--- src/rtl/jtopl_chreg_if.sv ---
// Host write bus into the channel-register block.
// Kind-0 latch writes do not use wr_ready; kinds 1 and 2 wait for the one-entry buffer.
interface jtopl_chreg_if #(
  parameter int unsigned CHW = 5
);
  logic           wr_valid;
  logic           wr_ready;
  logic [CHW-1:0] wr_ch;
  logic [1:0]     wr_kind;
  logic [7:0]     wr_data;

  modport master (
    output wr_valid,
    output wr_ch,
    output wr_kind,
    output wr_data,
    input  wr_ready
  );

  modport slave (
    input  wr_valid,
    input  wr_ch,
    input  wr_kind,
    input  wr_data,
    output wr_ready
  );
endinterface

--- src/rtl/jtopl_chreg.sv ---
// Slot sequencer plus per-channel config store for OPL2/OPL3 channels.
// Host writes sit in a one-entry buffer until the target channel's modulator slot comes up.
module jtopl_chreg #(
  parameter int unsigned CH  = 18,
  parameter int unsigned CHW = 5
) (
  input  logic            clk,
  input  logic            rst_n,
  input  logic            cen_i,
  jtopl_chreg_if.slave    wr,
  output logic            zero_o,
  output logic [CHW-1:0]  ch_o,
  output logic            op_o,
  output logic [9:0]      fnum_o,
  output logic [2:0]      block_o,
  output logic            keyon_o,
  output logic [2:0]      fb_o,
  output logic            con_o
);

  localparam int unsigned Slots = 2 * CH;
  localparam int unsigned SW    = $clog2(Slots);

  logic [SW-1:0]  slot_q, slot_nx;
  logic [31:0]    s_nx;
  logic [CHW-1:0] ch_nx;
  logic           op_nx;

  logic           zero_q, op_q;
  logic [CHW-1:0] ch_q;
  logic [9:0]     fnum_q;
  logic [2:0]     block_q, fb_q;
  logic           keyon_q, con_q;

  logic [7:0]     latch_q;
  logic           pend_q;
  logic           pend_k2_q;
  logic [CHW-1:0] pend_ch_q;
  logic [13:0]    pend_data_q;

  logic [9:0]     fnum_st  [CH];
  logic [2:0]     block_st [CH];
  logic           keyon_st [CH];
  logic [2:0]     fb_st    [CH];
  logic           con_st   [CH];

  logic ch_ok, latch_we, buf_we, commit;

  assign slot_nx = (slot_q == SW'(Slots - 1)) ? '0 : slot_q + 1'b1;
  assign s_nx    = 32'(slot_nx);
  // Groups of six slots: three modulators then three carriers of channels 3g..3g+2.
  assign ch_nx   = CHW'(3 * (s_nx / 6) + (s_nx % 6) % 3);
  assign op_nx   = (s_nx % 6) >= 3;

  assign ch_ok    = 32'(wr.wr_ch) < CH;
  assign wr.wr_ready = ~pend_q;
  // The fnum latch needs no buffer, so it is taken even while a write is pending.
  assign latch_we = wr.wr_valid && ch_ok && (wr.wr_kind == 2'd0);
  assign buf_we   = wr.wr_valid && wr.wr_ready && ch_ok &&
                    ((wr.wr_kind == 2'd1) || (wr.wr_kind == 2'd2));
  assign commit   = cen_i && pend_q && !op_nx && (ch_nx == pend_ch_q);

  always_ff @(posedge clk or negedge rst_n) begin
    if (!rst_n) begin
      latch_q     <= '0;
      pend_q      <= 1'b0;
      pend_k2_q   <= 1'b0;
      pend_ch_q   <= '0;
      pend_data_q <= '0;
    end else begin
      if (latch_we) latch_q <= wr.wr_data;
      if (commit) begin
        pend_q <= 1'b0;
      end else if (buf_we) begin
        pend_q    <= 1'b1;
        pend_k2_q <= wr.wr_kind[1];
        pend_ch_q <= wr.wr_ch;
        pend_data_q <= wr.wr_kind[1] ? {10'd0, wr.wr_data[3:0]}
                                     : {wr.wr_data[5:0], latch_q};
      end
    end
  end

  always_ff @(posedge clk or negedge rst_n) begin
    if (!rst_n) begin
      for (int i = 0; i < int'(CH); i++) begin
        fnum_st[i]  <= '0;
        block_st[i] <= '0;
        keyon_st[i] <= 1'b0;
        fb_st[i]    <= '0;
        con_st[i]   <= 1'b0;
      end
    end else if (commit) begin
      if (pend_k2_q) begin
        fb_st[pend_ch_q]  <= pend_data_q[3:1];
        con_st[pend_ch_q] <= pend_data_q[0];
      end else begin
        keyon_st[pend_ch_q] <= pend_data_q[13];
        block_st[pend_ch_q] <= pend_data_q[12:10];
        fnum_st[pend_ch_q]  <= pend_data_q[9:0];
      end
    end
  end

  // Outputs look up the upcoming channel; a commit to it bypasses the store.
  always_ff @(posedge clk or negedge rst_n) begin
    if (!rst_n) begin
      slot_q  <= '0;
      zero_q  <= 1'b1;
      ch_q    <= '0;
      op_q    <= 1'b0;
      fnum_q  <= '0;
      block_q <= '0;
      keyon_q <= 1'b0;
      fb_q    <= '0;
      con_q   <= 1'b0;
    end else if (cen_i) begin
      slot_q  <= slot_nx;
      zero_q  <= (slot_nx == '0);
      ch_q    <= ch_nx;
      op_q    <= op_nx;
      fnum_q  <= (commit && !pend_k2_q) ? pend_data_q[9:0]   : fnum_st[ch_nx];
      block_q <= (commit && !pend_k2_q) ? pend_data_q[12:10] : block_st[ch_nx];
      keyon_q <= (commit && !pend_k2_q) ? pend_data_q[13]    : keyon_st[ch_nx];
      fb_q    <= (commit && pend_k2_q)  ? pend_data_q[3:1]   : fb_st[ch_nx];
      con_q   <= (commit && pend_k2_q)  ? pend_data_q[0]     : con_st[ch_nx];
    end
  end

  assign zero_o  = zero_q;
  assign ch_o    = ch_q;
  assign op_o    = op_q;
  assign fnum_o  = fnum_q;
  assign block_o = block_q;
  assign keyon_o = keyon_q;
  assign fb_o    = fb_q;
  assign con_o   = con_q;

endmodule
--- src/flat_wrapper.sv ---
// flat-port wrapper written by rule: the top's interface ports become plain ports
module jtopl_chreg_flat 
#(
  parameter int unsigned CH  = 18,
  parameter int unsigned CHW = 5
)
  (clk, rst_n, cen_i, zero_o, ch_o, op_o, fnum_o, block_o, keyon_o, fb_o, con_o, wr_wr_valid, wr_wr_ch, wr_wr_kind, wr_wr_data, wr_wr_ready);
  jtopl_chreg_if #(.CHW(CHW)) wr_i ();
  input  logic clk;
  input  logic rst_n;
  input  logic cen_i;
  output logic zero_o;
  output logic [CHW-1:0] ch_o;
  output logic op_o;
  output logic [9:0] fnum_o;
  output logic [2:0] block_o;
  output logic keyon_o;
  output logic [2:0] fb_o;
  output logic con_o;
  input wire logic [$bits(wr_i.wr_valid)-1:0] wr_wr_valid;
  input wire logic [$bits(wr_i.wr_ch)-1:0] wr_wr_ch;
  input wire logic [$bits(wr_i.wr_kind)-1:0] wr_wr_kind;
  input wire logic [$bits(wr_i.wr_data)-1:0] wr_wr_data;
  output wire logic [$bits(wr_i.wr_ready)-1:0] wr_wr_ready;
  assign wr_i.wr_valid = wr_wr_valid;
  assign wr_i.wr_ch = wr_wr_ch;
  assign wr_i.wr_kind = wr_wr_kind;
  assign wr_i.wr_data = wr_wr_data;
  assign wr_wr_ready = wr_i.wr_ready;
  jtopl_chreg #(.CH(CH), .CHW(CHW)) u_core (.clk(clk), .rst_n(rst_n), .cen_i(cen_i), .wr(wr_i), .zero_o(zero_o), .ch_o(ch_o), .op_o(op_o), .fnum_o(fnum_o), .block_o(block_o), .keyon_o(keyon_o), .fb_o(fb_o), .con_o(con_o));
endmodule
--- config.mk ---
export PLATFORM = sky130hd
export DESIGN_NAME = jtopl_chreg_flat
export DESIGN_NICKNAME = d
export VERILOG_FILES = /design/src/rtl/jtopl_chreg_if.sv /design/src/rtl/jtopl_chreg.sv /design/src/flat_wrapper.sv
export SDC_FILE = /design/constraint.sdc
export NUM_CORES = 1
export LEC_CHECK = 0
export BUFFER_PORTS_ARGS = -buffer_cell sky130_fd_sc_hd__buf_2
export CAP_MARGIN = 20
export CORE_UTILIZATION = 35
export DETAILED_ROUTE_END_ITERATION = 16
export GPL_TIMING_DRIVEN = 0
export PLACE_DENSITY_LB_ADDON = 0.2
export SYNTH_ARGS = -nofsm -noshare
export SYNTH_HDL_FRONTEND = slang
export SYNTH_SLANG_ARGS = --single-unit
--- constraint.sdc ---
create_clock -name clk -period 21.3 [get_ports clk]
set_input_delay 2.13 -clock clk [delete_from_list [all_inputs] [get_ports clk]]
set_output_delay 2.13 -clock clk [all_outputs]
set_load 0.01 [all_outputs]
==> results.txt, run 1 <==
critical path launch point type -> register
cts hold-fix bufs -> 0
drt pass-1 iters -> 5
period utilisation layout -> 65.7%
Worst R2R End -> u_core.fnum_o[7]$_DFFE_PN0P_
unrepaired setup endpoints after global routing -> false
Bufs and invs on worst path -> 8
H-tree depth -> 2
fin. max-slew vios -> 0
Hold WS -> 0.479 ns
CTS buffer count -> 43
global-route wire length before repair -> 83,200 um
Rows -> 88
Fin. Hold Viols -> 0
PortBufs -> 42
post-CTS setup repair buffer count -> 0
Crit. End Element -> register
Sequential Area -> 9610 um^2
DR WL/cell -> 22.1 um
Reg-to-Reg Start -> u_core.slot_q[0]$_DFFE_PN0P_
Crit. Startpoint -> u_core.slot_q[0]$_DFFE_PN0P_
Fin Setup TNS -> 0 ns
Critical Path RT -> 21.73 ns
met1 wire length -> 26,100 um
Max Buffers Root-to-Sink -> 3
number of flops mapped to enable cells by yosys -> 0
Clock Latency Late Sink -> 0.58 ns
syn nets -> 1,510
post-synth top area share -> 47.1%
Fillers -> 5,329
top cells by area, synth -> dfrtp_1 47%, mux2_2 12%, mux4_2 10%
Overflow after GRT -> 0
reg2reg path depth -> 44
ys flop type -> dfrtp_1
Layout area overhead -> 13.5%
vias in the first global route -> 13,300
Die ar. -> 59,100 um^2
DRT iter0 DRCs -> 694
Final min period -> 14.00 ns
Cells after Synth -> 1,471
overall routing resource usage -> 18.3%
via count -> 12,700
Critical Path Max Stage Delay -> 0.83 ns
syn avg cell area -> 13.8 um^2
worst-margin pin slew -> 1.11 ns
status -> finished, final reports clean
mapped cell area -> 20,300 um^2
CP Capture Point -> u_core.fnum_o[7]$_DFFE_PN0P_
Arr. time, crit path -> 14.43 ns
Vias per Instance -> 5.36
DRC -> 0
register area share after synthesis -> 47.2%
DIE HEIGHT -> 243 um
metal3 WL -> 1880 um
TritonCTS clock tree -> built
ant diodes -> 0
Async SR Flop Fraction -> 100%
post-cts repair resize count -> 0
fraction of layout cells with a size suffix above 1 -> 37.9%
clk slew on worst S/H paths -> 0.06 ns
worst hold path type -> register to register
Clock Skews -> 0.0298 ns
Placeable Area -> 57,600 um^2
Seq cells post-synth -> 384
metal2 WL -> 23,300 um
Initial Utilization -> 35.3%
antenna viol nets, final -> 0
CP max-delay cell -> clkbuf_1
Synth top cells by count -> 383 x dfrtp_1, 218 x mux2_2, 90 x mux4_2, 89 x mux2_4, 73 x clkbuf_1
area leader, netlist -> dfrtp_1
CP max FO -> 10
Max Used Layer -> met4
io pins -> 45
final WL -> 52,300 um
NumNets Final -> 1,604
Max-cap violations -> 0
instance count on the critical path -> 44
root buffer cell -> clkbuf_16
Yosys warnings -> 0
Crit path max-delay family -> simple AND/OR/NAND/NOR gates
final setup fails -> 0
multi-input logic area -> 10,000 um^2
critical path type -> register to register
largest net degree at the start of global routing -> 107
flop2flop setup slack -> 7.30 ns
count leader, synth -> dfrtp_1
post-synth cell types -> 99
CP most frequent cell -> ha_1
clock sink count -> 384
die width -> 243 um
Final GP Congestion -> 0.809
Slew HR -> 25.7%
DPL Wire Length -> 38,300 um
initial antenna violation count -> 0
Fmax -> 0.0714 GHz
## kinds of logic (layout without fill, tap and decap cells)
group	after synthesis	after routing	synth area share, %
buf+inv	144	272	3.40
xor+xnor	22	22	1.04
flops	384	384	47.2
compound gates	179	179	6.77
mux	479	479	32.9
fa+ha+maj	20	20	1.38
simple gates	243	243	7.28
## through the flow
step	std cells	utilization (%)	setup slack (ns)	area [um^2]
floorplan	1471	-	9.83	20300
global placement	2278	37.4	7.58	21500
detailed placement	2284	37.6	7.40	21600
CTS	2363	40.1	7.43	23100
global route	2364	40.1	6.28	23100
finish	2364	40.1	7.30	23100
## metal layers
metal / vias up / global-route usage, %
li1: 5684 / -
met1: 6663 / 27.2
met2: 258 / 27.7
met3: 64 / 2.47
met4: 0 / 4.79
met5: - / 0
## cell type report
cell class              count  area share (%)
multi-input cells         943            43.5
plain buffers             117            2.56
clock buffers              68            5.41
repair buffers             49            1.55
well taps                 765            4.15
flip-flops and latches    384            41.6
inverters                  27           0.439
clock inverters            11           0.770
## cell usage in the layout (no fill, tap or decap), types with 8 or more instances in the layout
cell and count:
mux4_2 90, mux2i_1 44, o211ai_1 9, nor3_2 17, a21oi_1 24, o21ai_0 27
nor3_4 14, clkbuf_8 8, mux2_2 218, inv_1 24, nand3_1 16, nand4_1 9
ha_1 16, nand2_1 71, clkbuf_1 90, xnor2_1 14, a2bb2oi_1 15, mux2_4 89
o31ai_1 15, dfrtp_1 383, clkbuf_16 43, nor2_1 47, nor3_1 15, buf_2 50
buf_1 14, buf_6 13, mux2_1 37, a21o_1 9
## flip-flops by register name, indices dropped and copies added, names as in the netlist
signal / count
u_core.con_o: 1
u_core.latch_q: 8
u_core.slot_q: 6
u_core.fnum_st: 180
u_core.block_st: 54
u_core.fb_st: 54
u_core.zero_o: 1
u_core.pend_data_q: 14
u_core.ch_o: 5
u_core.pend_q: 1
u_core.pend_k2_q: 1
u_core.block_o: 3
u_core.pend_ch_q: 5
u_core.keyon_st: 18
u_core.con_st: 18
u_core.fnum_o: 10
u_core.fb_o: 3
u_core.keyon_o: 1
u_core.op_o: 1
## how the worst min path moves through the flow
stage	startpoint	to	slack, ns	cells past startpoint
global placement	u_core.fnum_st[120]$_DFFE_PN0P_	u_core.fnum_st[120]$_DFFE_PN0P_	0.46	1
finish	u_core.fnum_st[110]$_DFFE_PN0P_	u_core.fnum_st[110]$_DFFE_PN0P_	0.48	1
detailed placement	u_core.fnum_st[110]$_DFFE_PN0P_	u_core.fnum_st[110]$_DFFE_PN0P_	0.47	1
global route	u_core.fnum_st[107]$_DFFE_PN0P_	u_core.fnum_st[107]$_DFFE_PN0P_	0.49	1
CTS	u_core.fnum_st[110]$_DFFE_PN0P_	u_core.fnum_st[110]$_DFFE_PN0P_	0.48	1
floorplan	u_core.fnum_st[110]$_DFFE_PN0P_	u_core.fnum_st[110]$_DFFE_PN0P_	0.45	1
Power of run 1 is not shown: default switching activity piles up to over one toggle a cycle in this logic, so the estimate is an artifact.
==> run 2: changes to the inputs <==
==> constraint.sdc (replaced) <==
create_clock -name clk -period 13.7 [get_ports clk]
set_input_delay 1.37 -clock clk [delete_from_list [all_inputs] [get_ports clk]]
set_output_delay 1.37 -clock clk [all_outputs]
set_load 0.01 [all_outputs]
==> results.txt, run 2 (synthesis gave the netlist of run 1 again) <==
status -> finished, final reports clean
drt pass-1 iters -> 5 (unchanged)
worst-margin pin slew -> 1.10 ns (-0.0159 ns)
Fmax -> 0.0782 GHz (+9.5%)
die width -> 243 um (unchanged)
Top Registers -> u_core.fnum_st: 180 flops, u_core.block_st: 54 flops, u_core.fb_st: 54 flops
Max Buffers Root-to-Sink -> 3 (unchanged)
Final min period -> 12.78 ns (-1.22 ns)
Clock Skews -> 0.0309 ns (+0.00106 ns)
fraction of layout cells with a size suffix above 1 -> 38.7% (+0.75 points)
NumNets Final -> 1,609 (+0.31%)
Min-Delay Endpoint -> u_core.fnum_st[110]$_DFFE_PN0P_
overall routing resource usage -> 18.2% (about the same)
Reg-to-Reg Start -> u_core.slot_q[0]$_DFFE_PN0P_
largest net degree at the start of global routing -> 107 (unchanged)
DRC -> 0 (unchanged)
Initial Utilization -> 35.3% (unchanged)
Critical Path Max Stage Delay -> 0.54 ns (-0.29 ns)
unrepaired setup endpoints after global routing -> false
vias in the first global route -> 13,300 (-0.075%)
DIE HEIGHT -> 243 um (unchanged)
Fin. Hold Viols -> 0 (unchanged)
DRT iter0 DRCs -> 802 (+16%)
root buffer cell -> clkbuf_16
Placeable Area -> 57,600 um^2 (unchanged)
critical path launch point type -> register
Slew HR -> 26.8% (+1.1 points)
Fillers -> 5,320 (-0.17%)
Crit. End Element -> register
Fin Setup TNS -> 0 ns (unchanged)
Biggest register -> u_core.fnum_st
Bufs and invs on worst path -> 8 (unchanged)
max reg flops -> 180 (unchanged)
Layout area overhead -> 13.9%
Clock Latency Late Sink -> 0.58 ns (about the same)
CP max FO -> 10 (unchanged)
ant diodes -> 0 (unchanged)
Worst R2R End -> u_core.keyon_st[14]$_DFFE_PN0P_
period utilisation layout -> 93.3% (+28 points)
cts hold-fix bufs -> 0 (unchanged)
worst hold path type -> register to register
CP max-delay cell -> or3_1
worst min-delay path startpoint -> u_core.fnum_st[110]$_DFFE_PN0P_
PortBufs -> 42 (unchanged)
Critical Path RT -> 14.15 ns (-7.58 ns)
Crit path max-delay family -> simple AND/OR/NAND/NOR gates
Arr. time, crit path -> 13.23 ns (-1.20 ns)
Final GP Congestion -> 0.809 (unchanged)
DPL Wire Length -> 38,300 um (unchanged)
DR WL/cell -> 22.1 um (-0.19%)
antenna viol nets, final -> 0 (unchanged)
initial antenna violation count -> 0 (unchanged)
via count -> 12,600 (-0.28%)
Max-cap violations -> 0 (unchanged)
Vias per Instance -> 5.33 (-0.49%)
fin. max-slew vios -> 0 (unchanged)
final WL -> 52,300 um (about the same)
most frequent cells in the layout -> 383 x dfrtp_1, 218 x mux2_2, 90 x mux4_2, 89 x mux2_4, 83 x clkbuf_1
io pins -> 45 (unchanged)
Die ar. -> 59,100 um^2 (unchanged)
final setup fails -> 0 (unchanged)
clk slew on worst S/H paths -> 0.06 ns (about the same)
H-tree depth -> 2 (unchanged)
critical path type -> register to register
commonest non-fill, non-tap cell in the layout -> dfrtp_1
Worst Hold Depth -> 1 (unchanged)
CTS buffer count -> 43 (unchanged)
Rows -> 88 (unchanged)
CP most frequent cell -> ha_1
Overflow after GRT -> 0 (unchanged)
clock sink count -> 384 (unchanged)
global-route wire length before repair -> 83,100 um (about the same)
TritonCTS clock tree -> built
reg2reg path depth -> 46 (+4.5%)
flop2flop setup slack -> 0.92 ns (-6.38 ns)
-- run 2: what timing repair did --
item	4_1_cts	5_1_grt
hold endpoints to repair	0	0
setup buffers	0	6
gates resized for setup	1	19
pin swaps	0	2
setup endpoints to repair	9	344
-- run 2: routing by layer --
| metal | vias up | routed length, um | track usage (%) |
|---|---|---|---|
| met1 | 6652 | 25800 | 27.2 |
| met3 | 57 | 1940 | 2.42 |
| met2 | 243 | 23600 | 27.8 |
| met5 | - | 0 | 0 |
| li1 | 5682 | - | - |
| met4 | 0 | 980 | 4.72 |
-- run 2: worst max path at each step --
| stage | start | end | slack (ns) | cells past startpoint |
|---|---|---|---|---|
| after CTS | u_core.slot_q[0]$_DFFE_PN0P_ | u_core.fnum_o[2]$_DFFE_PN0P_ | 0.17 | 44 |
| after floorplan | u_core.slot_q[0]$_DFFE_PN0P_ | u_core.block_o[0]$_DFFE_PN0P_ | 2.23 | 44 |
| after global placement | u_core.slot_q[0]$_DFFE_PN0P_ | u_core.block_o[0]$_DFFE_PN0P_ | -0.02 | 44 |
| after detailed placement | u_core.slot_q[0]$_DFFE_PN0P_ | u_core.block_o[0]$_DFFE_PN0P_ | -0.20 | 44 |
| final | u_core.slot_q[0]$_DFFE_PN0P_ | u_core.keyon_st[14]$_DFFE_PN0P_ | 0.92 | 46 |
| after global routing | u_core.slot_q[0]$_DFFE_PN0P_ | u_core.fnum_st[143]$_DFFE_PN0P_ | 0.06 | 48 |
-- run 2: area by class of cell --
cell class	count	area (um^2)	area share, %
plain buffers	116	602	2.60
inverters	27	101	0.438
flip-flops and latches	384	9610	41.5
repair buffers	55	403	1.74
multi-input cells	943	10100	43.4
clock buffers	68	1250	5.40
well taps	765	957	4.13
clock inverters	11	178	0.767
-- run 2: metrics by stage --
step | instance area, um^2 | utilization, % | instances | hold slack [ns] | setup WS, ns
after floorplan | 20300 | - | 1471 | 0.452 | 2.23
after global placement | 21500 | 37.4 | 2278 | 0.463 | -0.0209
after detailed placement | 21600 | 37.6 | 2284 | 0.471 | -0.199
after CTS | 23100 | 40.1 | 2362 | 0.484 | 0.172
after global routing | 23200 | 40.2 | 2369 | 0.494 | 0.0645
final | 23200 | 40.2 | 2369 | 0.479 | 0.920
Power of run 2 is left out for the same reason.
